### src/rtl/apb_gpio_pkg.sv
`default_nettype none
// ============================================================================
// Module      : apb_gpio_pkg
// Description : Register indices, register count and trigger-type encoding
//               shared by the APB GPIO register block.
// Revision    : 1.0 - initial release
// ============================================================================
package apb_gpio_pkg;

    // Word-indexed register map
    localparam logic [31:0] c_REG_MODE      = 32'd0;
    localparam logic [31:0] c_REG_DIRECTION = 32'd1;
    localparam logic [31:0] c_REG_OUTPUT    = 32'd2;
    localparam logic [31:0] c_REG_INPUT     = 32'd3;
    localparam logic [31:0] c_REG_TR_TYPE   = 32'd4;
    localparam logic [31:0] c_REG_TR_LVL0   = 32'd5;
    localparam logic [31:0] c_REG_TR_LVL1   = 32'd6;
    localparam logic [31:0] c_REG_TR_STAT   = 32'd7;
    localparam logic [31:0] c_REG_IRQ_EN    = 32'd8;

    localparam logic [31:0] c_NUM_REGS      = 32'd9;

    // Per-pin TR_TYPE bit encoding
    localparam logic c_TRIG_LEVEL = 1'b0;
    localparam logic c_TRIG_EDGE  = 1'b1;

endpackage
`default_nettype wire

### src/rtl/gpio_input_sync.sv
`default_nettype none
// ============================================================================
// Module      : gpio_input_sync
// Description : STAGES-deep synchronizer for asynchronous pad inputs plus one
//               extra delay flop, giving the current (o_sync) and previous
//               (o_prev) synchronized value of every pin. STAGES must be >= 2.
// Revision    : 1.0 - initial release
// ============================================================================
module gpio_input_sync
    import apb_gpio_pkg::*;
#(
    parameter int WIDTH  = 32,
    parameter int STAGES = 2
) (
    input  logic             CLK,
    input  logic             HRESETn,
    input  logic [WIDTH-1:0] i_pins,
    output logic [WIDTH-1:0] o_sync,
    output logic [WIDTH-1:0] o_prev
);

    logic [STAGES-1:0][WIDTH-1:0] r_chain;
    logic [WIDTH-1:0]             r_prev;

    // Shift pad values through the synchronizer chain and keep one extra delay
    always_ff @(posedge CLK or negedge HRESETn) begin
        if (!HRESETn) begin
            r_chain <= '0;
            r_prev  <= '0;
        end else begin
            r_chain <= {r_chain[STAGES-2:0], i_pins};
            r_prev  <= r_chain[STAGES-1];
        end
    end

    assign o_sync = r_chain[STAGES-1];
    assign o_prev = r_prev;

endmodule
`default_nettype wire

### src/rtl/apb_gpio_slave.sv
`default_nettype none
// ============================================================================
// Module      : apb_gpio_slave
// Description : APB3 GPIO register block: direction, push-pull/open-drain
//               output drive, synchronized inputs and per-pin level/edge
//               interrupt detection with a single registered irq_o.
//               Build macro GPIO_OPEN_DRAIN_EN enables the MODE register;
//               without it MODE reads 0 and every pin is push-pull.
// Revision    : 1.0 - initial release
// ============================================================================
module apb_gpio_slave
    import apb_gpio_pkg::*;
#(
    parameter int GPIO_PINS  = 32,
    parameter int PADDR_SIZE = 4,
    parameter int STAGES     = 2
) (
    input  logic                   CLK,
    input  logic                   HRESETn,
    input  logic                   PSEL,
    input  logic                   PENABLE,
    input  logic [PADDR_SIZE-1:0]  PADDR,
    input  logic                   PWRITE,
    input  logic [GPIO_PINS-1:0]   PWDATA,
    input  logic [GPIO_PINS/8-1:0] PSTRB,
    output logic                   PREADY,
    output logic [GPIO_PINS-1:0]   PRDATA,
    output logic                   PSLVERR,
    output logic                   irq_o,
    input  logic [GPIO_PINS-1:0]   gpio_i,
    output logic [GPIO_PINS-1:0]   gpio_o,
    output logic [GPIO_PINS-1:0]   gpio_oe
);

    logic [GPIO_PINS-1:0] r_dir, r_out, r_tr_type, r_lvl0, r_lvl1, r_tr_stat, r_irq_en;
    logic                 r_irq;
    logic [GPIO_PINS-1:0] w_mode, w_bmask, w_new, w_clr, w_trig, w_sync, w_prev, w_rdata;
    logic [31:0]          w_idx;
    logic                 w_addr_valid, w_access, w_wr_en;

    gpio_input_sync #(
        .WIDTH  (GPIO_PINS),
        .STAGES (STAGES)
    ) u_sync (
        .CLK     (CLK),
        .HRESETn (HRESETn),
        .i_pins  (gpio_i),
        .o_sync  (w_sync),
        .o_prev  (w_prev)
    );

    // Addresses are small word indices; zero-extend for comparison with the map
    assign w_idx        = 32'(PADDR);
    assign w_addr_valid = (w_idx < c_NUM_REGS);
    assign w_access     = PSEL & PENABLE;
    assign w_wr_en      = w_access & PWRITE & w_addr_valid;

    for (genvar i = 0; i < GPIO_PINS / 8; i++) begin : g_lane
        assign w_bmask[8*i +: 8] = {8{PSTRB[i]}};
    end

    // Byte-lane merged write data is only meaningful for the addressed register
    always_comb begin
        w_new = PWDATA & w_bmask;
        case (w_idx)
            c_REG_DIRECTION: w_new = (r_dir     & ~w_bmask) | (PWDATA & w_bmask);
            c_REG_OUTPUT:    w_new = (r_out     & ~w_bmask) | (PWDATA & w_bmask);
            c_REG_TR_TYPE:   w_new = (r_tr_type & ~w_bmask) | (PWDATA & w_bmask);
            c_REG_TR_LVL0:   w_new = (r_lvl0    & ~w_bmask) | (PWDATA & w_bmask);
            c_REG_TR_LVL1:   w_new = (r_lvl1    & ~w_bmask) | (PWDATA & w_bmask);
            c_REG_IRQ_EN:    w_new = (r_irq_en  & ~w_bmask) | (PWDATA & w_bmask);
            default:         w_new = PWDATA & w_bmask;
        endcase
    end

    assign w_clr = (w_wr_en && (w_idx == c_REG_TR_STAT)) ? (PWDATA & w_bmask) : '0;

    // Per-pin trigger: level or edge condition selected by TR_TYPE
    for (genvar i = 0; i < GPIO_PINS; i++) begin : g_pin
        logic w_lvl_hit, w_edge_hit;
        assign w_lvl_hit  = (r_lvl0[i] & ~w_sync[i]) | (r_lvl1[i] & w_sync[i]);
        assign w_edge_hit = (r_lvl0[i] & w_prev[i] & ~w_sync[i]) |
                            (r_lvl1[i] & ~w_prev[i] & w_sync[i]);
        assign w_trig[i]  = (r_tr_type[i] == c_TRIG_EDGE) ? w_edge_hit : w_lvl_hit;
    end

`ifdef GPIO_OPEN_DRAIN_EN
    logic [GPIO_PINS-1:0] r_mode;

    // MODE register: 1 selects open-drain drive for that pin
    always_ff @(posedge CLK or negedge HRESETn) begin
        if (!HRESETn) begin
            r_mode <= '0;
        end else if (w_wr_en && (w_idx == c_REG_MODE)) begin
            r_mode <= (r_mode & ~w_bmask) | (PWDATA & w_bmask);
        end
    end

    assign w_mode = r_mode;
`else
    assign w_mode = '0;
`endif

    // Register file; a TR_STAT set in the same cycle as its W1C clear wins
    always_ff @(posedge CLK or negedge HRESETn) begin
        if (!HRESETn) begin
            r_dir     <= '0;
            r_out     <= '0;
            r_tr_type <= '0;
            r_lvl0    <= '0;
            r_lvl1    <= '0;
            r_tr_stat <= '0;
            r_irq_en  <= '0;
        end else begin
            r_tr_stat <= (r_tr_stat & ~w_clr) | w_trig;
            if (w_wr_en) begin
                case (w_idx)
                    c_REG_DIRECTION: r_dir     <= w_new;
                    c_REG_OUTPUT:    r_out     <= w_new;
                    c_REG_TR_TYPE:   r_tr_type <= w_new;
                    c_REG_TR_LVL0:   r_lvl0    <= w_new;
                    c_REG_TR_LVL1:   r_lvl1    <= w_new;
                    c_REG_IRQ_EN:    r_irq_en  <= w_new;
                    default:         ;
                endcase
            end
        end
    end

    // Interrupt output registered from enabled sticky status
    always_ff @(posedge CLK or negedge HRESETn) begin
        if (!HRESETn) begin
            r_irq <= 1'b0;
        end else begin
            r_irq <= |(r_tr_stat & r_irq_en);
        end
    end

    // Read mux of the addressed register; unmapped indices read 0
    always_comb begin
        w_rdata = '0;
        case (w_idx)
            c_REG_MODE:      w_rdata = w_mode;
            c_REG_DIRECTION: w_rdata = r_dir;
            c_REG_OUTPUT:    w_rdata = r_out;
            c_REG_INPUT:     w_rdata = w_sync;
            c_REG_TR_TYPE:   w_rdata = r_tr_type;
            c_REG_TR_LVL0:   w_rdata = r_lvl0;
            c_REG_TR_LVL1:   w_rdata = r_lvl1;
            c_REG_TR_STAT:   w_rdata = r_tr_stat;
            c_REG_IRQ_EN:    w_rdata = r_irq_en;
            default:         w_rdata = '0;
        endcase
    end

    assign PRDATA  = (PSEL & ~PWRITE) ? w_rdata : '0;
    assign PREADY  = 1'b1;
    assign PSLVERR = w_access & ~w_addr_valid;
    assign irq_o   = r_irq;

    // Open-drain pins never drive high: they release instead
    assign gpio_o  = r_out & ~w_mode;
    assign gpio_oe = r_dir & ~(w_mode & r_out);

endmodule
`default_nettype wire
### config.mk
export PLATFORM = sky130hd
export DESIGN_NAME = apb_gpio_slave
export DESIGN_NICKNAME = d
export VERILOG_FILES = /design/src/rtl/apb_gpio_pkg.sv /design/src/rtl/gpio_input_sync.sv /design/src/rtl/apb_gpio_slave.sv
export SDC_FILE = /design/constraint.sdc
export NUM_CORES = 1
export LEC_CHECK = 0
export ABC_AREA = 1
export BUFFER_PORTS_ARGS = -buffer_cell sky130_fd_sc_hd__buf_2
export CELL_PAD_IN_SITES_DETAIL_PLACEMENT = 0
export CELL_PAD_IN_SITES_GLOBAL_PLACEMENT = 1
export CORE_MARGIN = 2
export CORE_UTILIZATION = 46
export DETAILED_ROUTE_END_ITERATION = 12
export PLACE_DENSITY_LB_ADDON = 0.1
export SKIP_CTS_REPAIR_TIMING = 1
export SYNTH_ARGS = -nofsm -noshare
export SYNTH_HDL_FRONTEND = slang
export SYNTH_HIERARCHICAL = 1
export SYNTH_SLANG_ARGS = --single-unit
### constraint.sdc
create_clock -name CLK -period 3.58 [get_ports CLK]
set_clock_uncertainty 0.1 [all_clocks]
set_input_delay 0.716 -clock CLK [delete_from_list [all_inputs] [get_ports CLK]]
set_output_delay 0.716 -clock CLK [all_outputs]
set_load 0.005 [all_outputs]
==> results of run 1 <==
==> metrics by stage <==
stage / instance area (um2) / setup slack [ns]
after floorplan: 15230 / 0.8885
final: 17910 / 0.4489
after global placement: 16590 / 0.4887
after CTS: 17910 / 0.4969
after global routing: 17910 / 0.3606
after detailed placement: 16590 / 0.5031
==> power by group through the flow <==
stage               Sequential (mW)  Clock, mW  Combinational (mW)
finish                         4.06       4.02               0.876
global route                   4.08       4.22               0.983
global placement               4.11          0               0.863
detailed placement             4.12          0               0.873
CTS                            4.05       4.09               0.878
floorplan                      4.06          0               0.489
==> kinds of logic after synthesis <==
family                 Yosys count  share of synthesized area
AO/OA/AOI/OAI                  152                    0.06063
buffers and inverters          252                    0.07254
flip-flops                     321                     0.5274
other                            1                  0.0002462
AND/OR/NAND/NOR               1281                     0.3392
==> worst max path at each step <==
stage          startpoint  slack (ns)    endpoint
6_report         PADDR[3]        0.45  PRDATA[31]
5_1_grt          PADDR[2]        0.36  PRDATA[16]
4_1_cts          PADDR[3]        0.50  PRDATA[31]
3_5_place_dp     PADDR[3]        0.50  PRDATA[31]
3_3_place_gp     PADDR[3]        0.49  PRDATA[31]
2_1_floorplan    PADDR[3]        0.89  PRDATA[30]
==> area by class of cell <==
| class | count | share of cell area |
|---|---|---|
| Clock buffer | 58 | 0.06588 |
| Clock inverter | 12 | 0.007685 |
| Inverter | 126 | 0.02641 |
| Multi-Input combinational cell | 1434 | 0.3409 |
| Sequential cell | 321 | 0.4485 |
| Tap cell | 442 | 0.03088 |
| Timing Repair Buffer | 225 | 0.07965 |
==> worst register-to-register path: stages, from the launching register on <==
cell	delay, ns
dfrtp_1	0.40
nand2_1	0.10
nand4_1	0.23
nor4_1	0.54
nand2_1	0.20
==> flip-flops by register name (all words and copies together) (netlist names), 32 cells and up <==
register / count
gpio_o: 32
gpio_oe: 32
r_irq_en: 32
r_lvl0: 32
r_lvl1: 32
r_tr_stat: 32
r_tr_type: 32
u_sync/o_prev: 32
u_sync/o_sync: 32
u_sync/r_chain: 32
==> metal layers <==
| layer | vias up | global-route usage | routed length [um] | part of all wire |
|---|---|---|---|---|
| met2 | 636 | 0.5032 | 24690 | 0.46 |
| met1 | 6848 | 0.4372 | 22760 | 0.43 |
| li1 | 6614 | - | - | - |
| met4 | 0 | 0.1206 | 1791 | 0.034 |
| met3 | 132 | 0.04794 | 4211 | 0.079 |
| met5 | - | 0 | 0 | 0 |
==> synth_stat cells <==
library cell and count:
a211oi_1 7, a21oi_1 40, a31oi_1 8, and3_1 2, buf_2 16, buf_4 37
clkbuf_1 73, conb_1 1, dfrtp_1 321, inv_1 104, inv_2 22, nand2_1 899
nand2_2 3, nand3_1 168, nand3_2 2, nand4_1 8, nor2_1 150, nor2_2 6
nor2_4 3, nor3_1 33, nor3b_1 5, nor4_1 2, o211ai_1 11, o21ai_0 47
o21ai_1 7, o221ai_1 22, o31ai_1 10
==> cells in the final DEF (no fill, tap or decap) <==
master	n
nand3_2	2
nor2_4	4
a31oi_1	8
and3_1	2
bufinv_16	3
buf_8	1
buf_12	13
a211oi_1	7
clkinv_2	8
o221ai_1	22
clkinvlp_4	1
clkbuf_16	41
buf_2	173
clkbuf_8	9
conb_1	1
nor2_1	148
o31ai_1	10
nand2_2	4
a21oi_1	40
buf_4	38
dfrtp_1	321
o21ai_0	47
nor3b_1	5
nand4_1	8
nand3_1	168
o211ai_1	11
nor3_1	33
inv_1	104
clkbuf_1	8
inv_2	22
nand2_1	898
nor2_2	7
o21ai_1	7
nor4_1	2
==> impl_summary.txt, run 1 <==
----------------------------------------------------
[Run status]
  Result of the run ... completed

[Drt]
  Count of TritonRoute iterations in the first routing pass ... 5
  Detailed-route via count ... 14230
  WL per Instance ... 20.42 um
  Iteration-0 DRC Markers ... 1276
  Antenna-violating nets left ... 0
  DR DRC count ... 0
  Post-DR vias/cell ... 5.435
  Detailed-route wire length ... 53450 um

[Critical path]
  Worst-case register-to-register setup slack ... 1.84 ns
  Delay of the slowest critical-path stage ... 0.40 ns
  Most frequent cell on the critical path ... buf_2
  Worst reg-to-reg path cell count ... 4
  Nature of the critical path startpoint ... primary input
  Cell breakdown of the critical path ... buf_2 > inv_2 > nor2_2 > buf_4 > nand3_1 > nand2_1 > a211oi_1 > a21oi_1 > buf_2
  End of the worst register-to-register path ... irq_o
  CP Data Required Time ... 2.76 ns
  Origin of the critical flop-to-flop path ... r_irq_en[27]
  Kind of cell adding the most delay to the critical path ... buffers and inverters
  Crit path max fanout ... 9
  Critical path's slowest cell ... nor2_2
  Combined buffer and inverter count along the critical path ... 4
  Number of cells on the critical path ... 9
  CP Capture Type ... primary output
  Type of the worst setup path ... in2out
  CP Data Arrival Time ... 2.32 ns

[Global route]
  Maximum number of pins on one net before global-route repair ... 72
  All-Layer GR Usage ... 0.3162
  First-pass GRT wire length ... 81720 um
  Final global-route overflow total ... 0
  Number of global-route vias before repair ... 13830
  Number of antenna violations at the first check in global routing ... 0

[Timing]
  Worst hold slack after final layout ... 0.01065 ns
  Top achievable clock speed ... 319.4 MHz
  Measured slew at the worst slew-check pin ... 1.064 ns
  Final setup vio count ... 0
  Share of the cycle needed by the critical path after routing ... 0.8746
  Minimum clock period after layout ... 3.131 ns
  Final hold vios ... 0
  Unrepaired setup endpoints after global routing ... no
  Number of slew-limit violations in the final report ... 0
  Setup TNS ... 0 ns
  Relative slew margins ... 0.2898

[Synthesis]
  Sequential share of the synthesized area ... 0.5274
  Synth Cell Area ... 15230 um2
  Netlist cell types ... 27
  Top area cells in the synthesized netlist ... dfrtp_1, nand2_1, nand3_1
  Post-synthesis cell type with the largest combined area ... dfrtp_1
  Nets in the synthesized netlist ... 2084
  Yosys warning count ... 6
  Total of flip-flops plus latches after synthesis ... 321
  Top-area cell type share of the netlist area ... 0.5274
  Number of instances in the synthesized netlist ... 2007
  Mean post-synth cell area ... 7.589 um2

[Power]
  Power density over the cells ... 499.9 nW/um2
  Post-route total power ... 8.953 mW
  Part of the power in registers ... 0.453
  IR drop worst, VDD ... 0.3039 mV
  Proportion of power drawn by combinational gates ... 0.098
  Share of power burned in the clock network ... 0.449
  Switching part of the total ... 0.2581
  Leakage Power ... 9.323 nW
  Reported net switching power ... 2.311 mW
  Int Pwr ... 6.642 mW

[Layout]
  Area added between synthesis and finish ... 17.58%
  Sequential cell area ... 8033 um2
  Inserted Diodes ... 0
  Final-stage net count ... 2223
  Filler instances ... 3149
  Total area of multi-input combinational cells ... 6106 um2
  Final standard cell count with taps included and fillers excluded ... 2618
  Core utilization of the finished layout ... 0.5504
  Share of final-layout standard cells stronger than drive strength 1 ... 0.1498

[Placed design]
  Gpl congestion ... 0.9021
  # placed instances ... 2548
  Detailed Place HPWL ... 33250 um
  Count of input and output buffers ... 174

[Floorplan]
  Initial cell density of the core ... 0.4681
  Overall die height ... 186.0 um
  Number of rows in the core area ... 66
  I/O Pins ... 176
  DIE AREA ... 34580 um2
  Die X ... 186.0 um
  Core ar. ... 32540 um2

[Run]
  Max-cap violations ... 0

[Clocking]
  Clock tree from TritonCTS ... done
  Clock latency on the worst-skew pair ... 0.53 ns
  Htree depth ... 2
  Number of clock buffers inserted by TritonCTS ... 38
  Clock buffer depth ... 3
  CTS clock-pin slew for the worst setup and hold paths ... 0.05 ns
  Clock tree root buffer cell ... clkbuf_16
  Clk sinks ... 321

[Hold path]
  Type of the tightest min-delay check ... in2async

----------------------------------------------------
Power figures use the tool's default switching activity.
==> run 2, diff against run 1 <==
- RECOVER_POWER: unset -> 25
==> run 2 against run 1 <==
Wire length increased by 0.12%. Utilization decreased by 0.096 points. Critical path type unchanged. Power hardly changed. Combinational power fell by 0.5%. Largest cell class unchanged. Setup slack improved by 0.0020 ns. The flow now finishes with violations (max-capacitance violations, max-slew violations). Hold slack improved by 0.18 ns.
==> impl_summary.txt, run 2 (synthesis gave the netlist of run 1 again) <==
----------------------------------------------------
[Run status]
  Result of the run ... finished, violations left
  Violated checks ... max-capacitance violations, max-slew violations

[Drt]
  Detailed-route via count ... 14201 (-0.20%)
  DR DRC count ... 0 (unchanged)
  WL per Instance ... 20.44 um (+0.12%)
  Iteration-0 DRC Markers ... 1173 (-8.1%)
  Count of TritonRoute iterations in the first routing pass ... 5 (unchanged)
  Detailed-route wire length ... 53520 um (+0.12%)
  Antenna-violating nets left ... 0 (unchanged)
  Post-DR vias/cell ... 5.424 (-0.20%)

[Global route]
  Number of antenna violations at the first check in global routing ... 0 (unchanged)
  Number of global-route vias before repair ... 13830 (unchanged)
  Maximum number of pins on one net before global-route repair ... 72 (unchanged)
  First-pass GRT wire length ... 81720 um (unchanged)
  All-Layer GR Usage ... 0.3162 (unchanged)
  Final global-route overflow total ... 0 (unchanged)

[Placed design]
  Detailed Place HPWL ... 33250 um (unchanged)
  Count of input and output buffers ... 174 (unchanged)
  Gpl congestion ... 0.9021 (unchanged)

[Timing]
  Share of the cycle needed by the critical path after routing ... 0.8741 (about the same)
  Unrepaired setup endpoints after global routing ... no
  Worst hold slack after final layout ... 0.1898 ns (+0.1791 ns)
  Relative slew margins ... -0.1646 (-0.4544)
  Top achievable clock speed ... 319.6 MHz (about the same)
  Final setup vio count ... 0 (unchanged)
  Number of slew-limit violations in the final report ... 61 (+61)
  Measured slew at the worst slew-check pin ... 1.747 ns (+0.6828 ns)
  Minimum clock period after layout ... 3.129 ns (-0.002016 ns)
  Final hold vios ... 0 (unchanged)
  Setup TNS ... 0 ns (unchanged)

[Layout]
  Commonest cells after routing, fill and taps aside ... nand2_1, dfrtp_1, buf_2
  Area added between synthesis and finish ... 17.37%
  Inserted Diodes ... 0 (unchanged)
  Share of final-layout standard cells stronger than drive strength 1 ... 0.1484 (-0.001379)
  Leading cell type in the layout, fill and taps excluded ... nand2_1
  Final-stage net count ... 2223 (unchanged)

[Clocking]
  Clock buffer depth ... 3 (unchanged)
  Number of clock buffers inserted by TritonCTS ... 38 (unchanged)
  Clk sinks ... 321 (unchanged)
  Clock tree root buffer cell ... clkbuf_16
  Clock tree from TritonCTS ... done
  Clock latency on the worst-skew pair ... 0.53 ns (about the same)
  CTS clock-pin slew for the worst setup and hold paths ... 0.06 ns (about the same)
  Htree depth ... 2 (unchanged)

[Floorplan]
  Core ar. ... 32540 um2 (unchanged)
  DIE AREA ... 34580 um2 (unchanged)
  Number of rows in the core area ... 66 (unchanged)
  I/O Pins ... 176 (unchanged)
  Die X ... 186.0 um (unchanged)
  Initial cell density of the core ... 0.4681 (unchanged)
  Overall die height ... 186.0 um (unchanged)

[Critical path]
  Most frequent cell on the critical path ... buf_2
  Type of the worst setup path ... in2out
  Critical path's slowest cell ... nor2_2
  CP Data Arrival Time ... 2.31 ns (about the same)
  Nature of the critical path startpoint ... primary input
  Cell breakdown of the critical path ... buf_2 > inv_2 > nor2_2 > buf_4 > nand3_1 > nand2_1 > a211oi_1 > a21oi_1 > buf_2
  Delay of the slowest critical-path stage ... 0.39 ns (about the same)
  CP Data Required Time ... 2.76 ns (about the same)
  Crit path max fanout ... 9 (unchanged)
  CP Capture Type ... primary output

[Hold path]
  Type of the tightest min-delay check ... in2reg

[Run]
  Max-cap violations ... 1 (+1)

[Power]
  Leakage Power ... 9.305 nW (-0.19%)
  Power density over the cells ... 501.0 nW/um2 (+0.21%)
  IR drop worst, VDD ... 0.3041 mV (about the same)

----------------------------------------------------
## run 2: changes by cell type in the layout (fill, tap and decap cells not counted)
cell      delta
clkbuf_1     +3
buf_2        -2
buf_4        -1
clkbuf_2     +2
buf_12       -1
buf_8        -1
## run 2: report_power, final
part	total, mW	internal [mW]	switching [mW]
combinational	0.872	0.291	0.581
sequential	4.06	3.86	0.200
clock	4.02	2.49	1.54
total	8.96	6.64	2.32
## run 2: area by class of cell
class	count	area [um2]
fill	3152	14660
clock buffer	58	1180
multi-input combinational	1434	6106
clock inverter	12	137.6
sequential	321	8033
inverter	126	473.0
tap	442	553.0
timing repair buffer	225	1395
## run 2: path summary, 6_finish.rpt
kind / start / to / slack (ns) / cells past startpoint
hold reg to reg: u_sync/r_chain[20] / u_sync/o_sync[20] / 0.24 / 0
min in group asynchronous: HRESETn / u_sync/o_sync[2] / 0.52 / 1
setup reg to reg: r_tr_stat[27] / irq_o / 1.81 / 4
max in group asynchronous: HRESETn / r_tr_type[28] / 0.81 / 2
setup / recovery: PADDR[3] / PRDATA[31] / 0.45 / 9
hold / removal: gpio_i[8] / u_sync/r_chain[8] / 0.19 / 1
## run 2: through the flow
| step | total power [mW] | instances | util | setup WS [ns] | area [um2] |
|---|---|---|---|---|---|
| detailed placement | 4.989 | 2548 | 0.5099 | 0.5031 | 16590 |
| finish | 8.956 | 2618 | 0.5495 | 0.4509 | 17880 |
| global placement | 4.976 | 2548 | 0.5099 | 0.4887 | 16590 |
| CTS | 9.020 | 2618 | 0.5504 | 0.4969 | 17910 |
| global route | 9.285 | 2618 | 0.5495 | 0.3141 | 17880 |
| floorplan | 4.545 | 2007 | - | 0.8885 | 15230 |
## run 2: critical path: cells and delay by family
family	cells	cell delay, ns
simple gates	3	0.57
compound gates	2	0.34
buf+inv	4	0.66
## run 2: routing by layer
layer	track usage	wire, um
met1	0.4372	23020
met5	0	0
met4	0.1206	1717
met3	0.04794	3958
met2	0.5032	24820
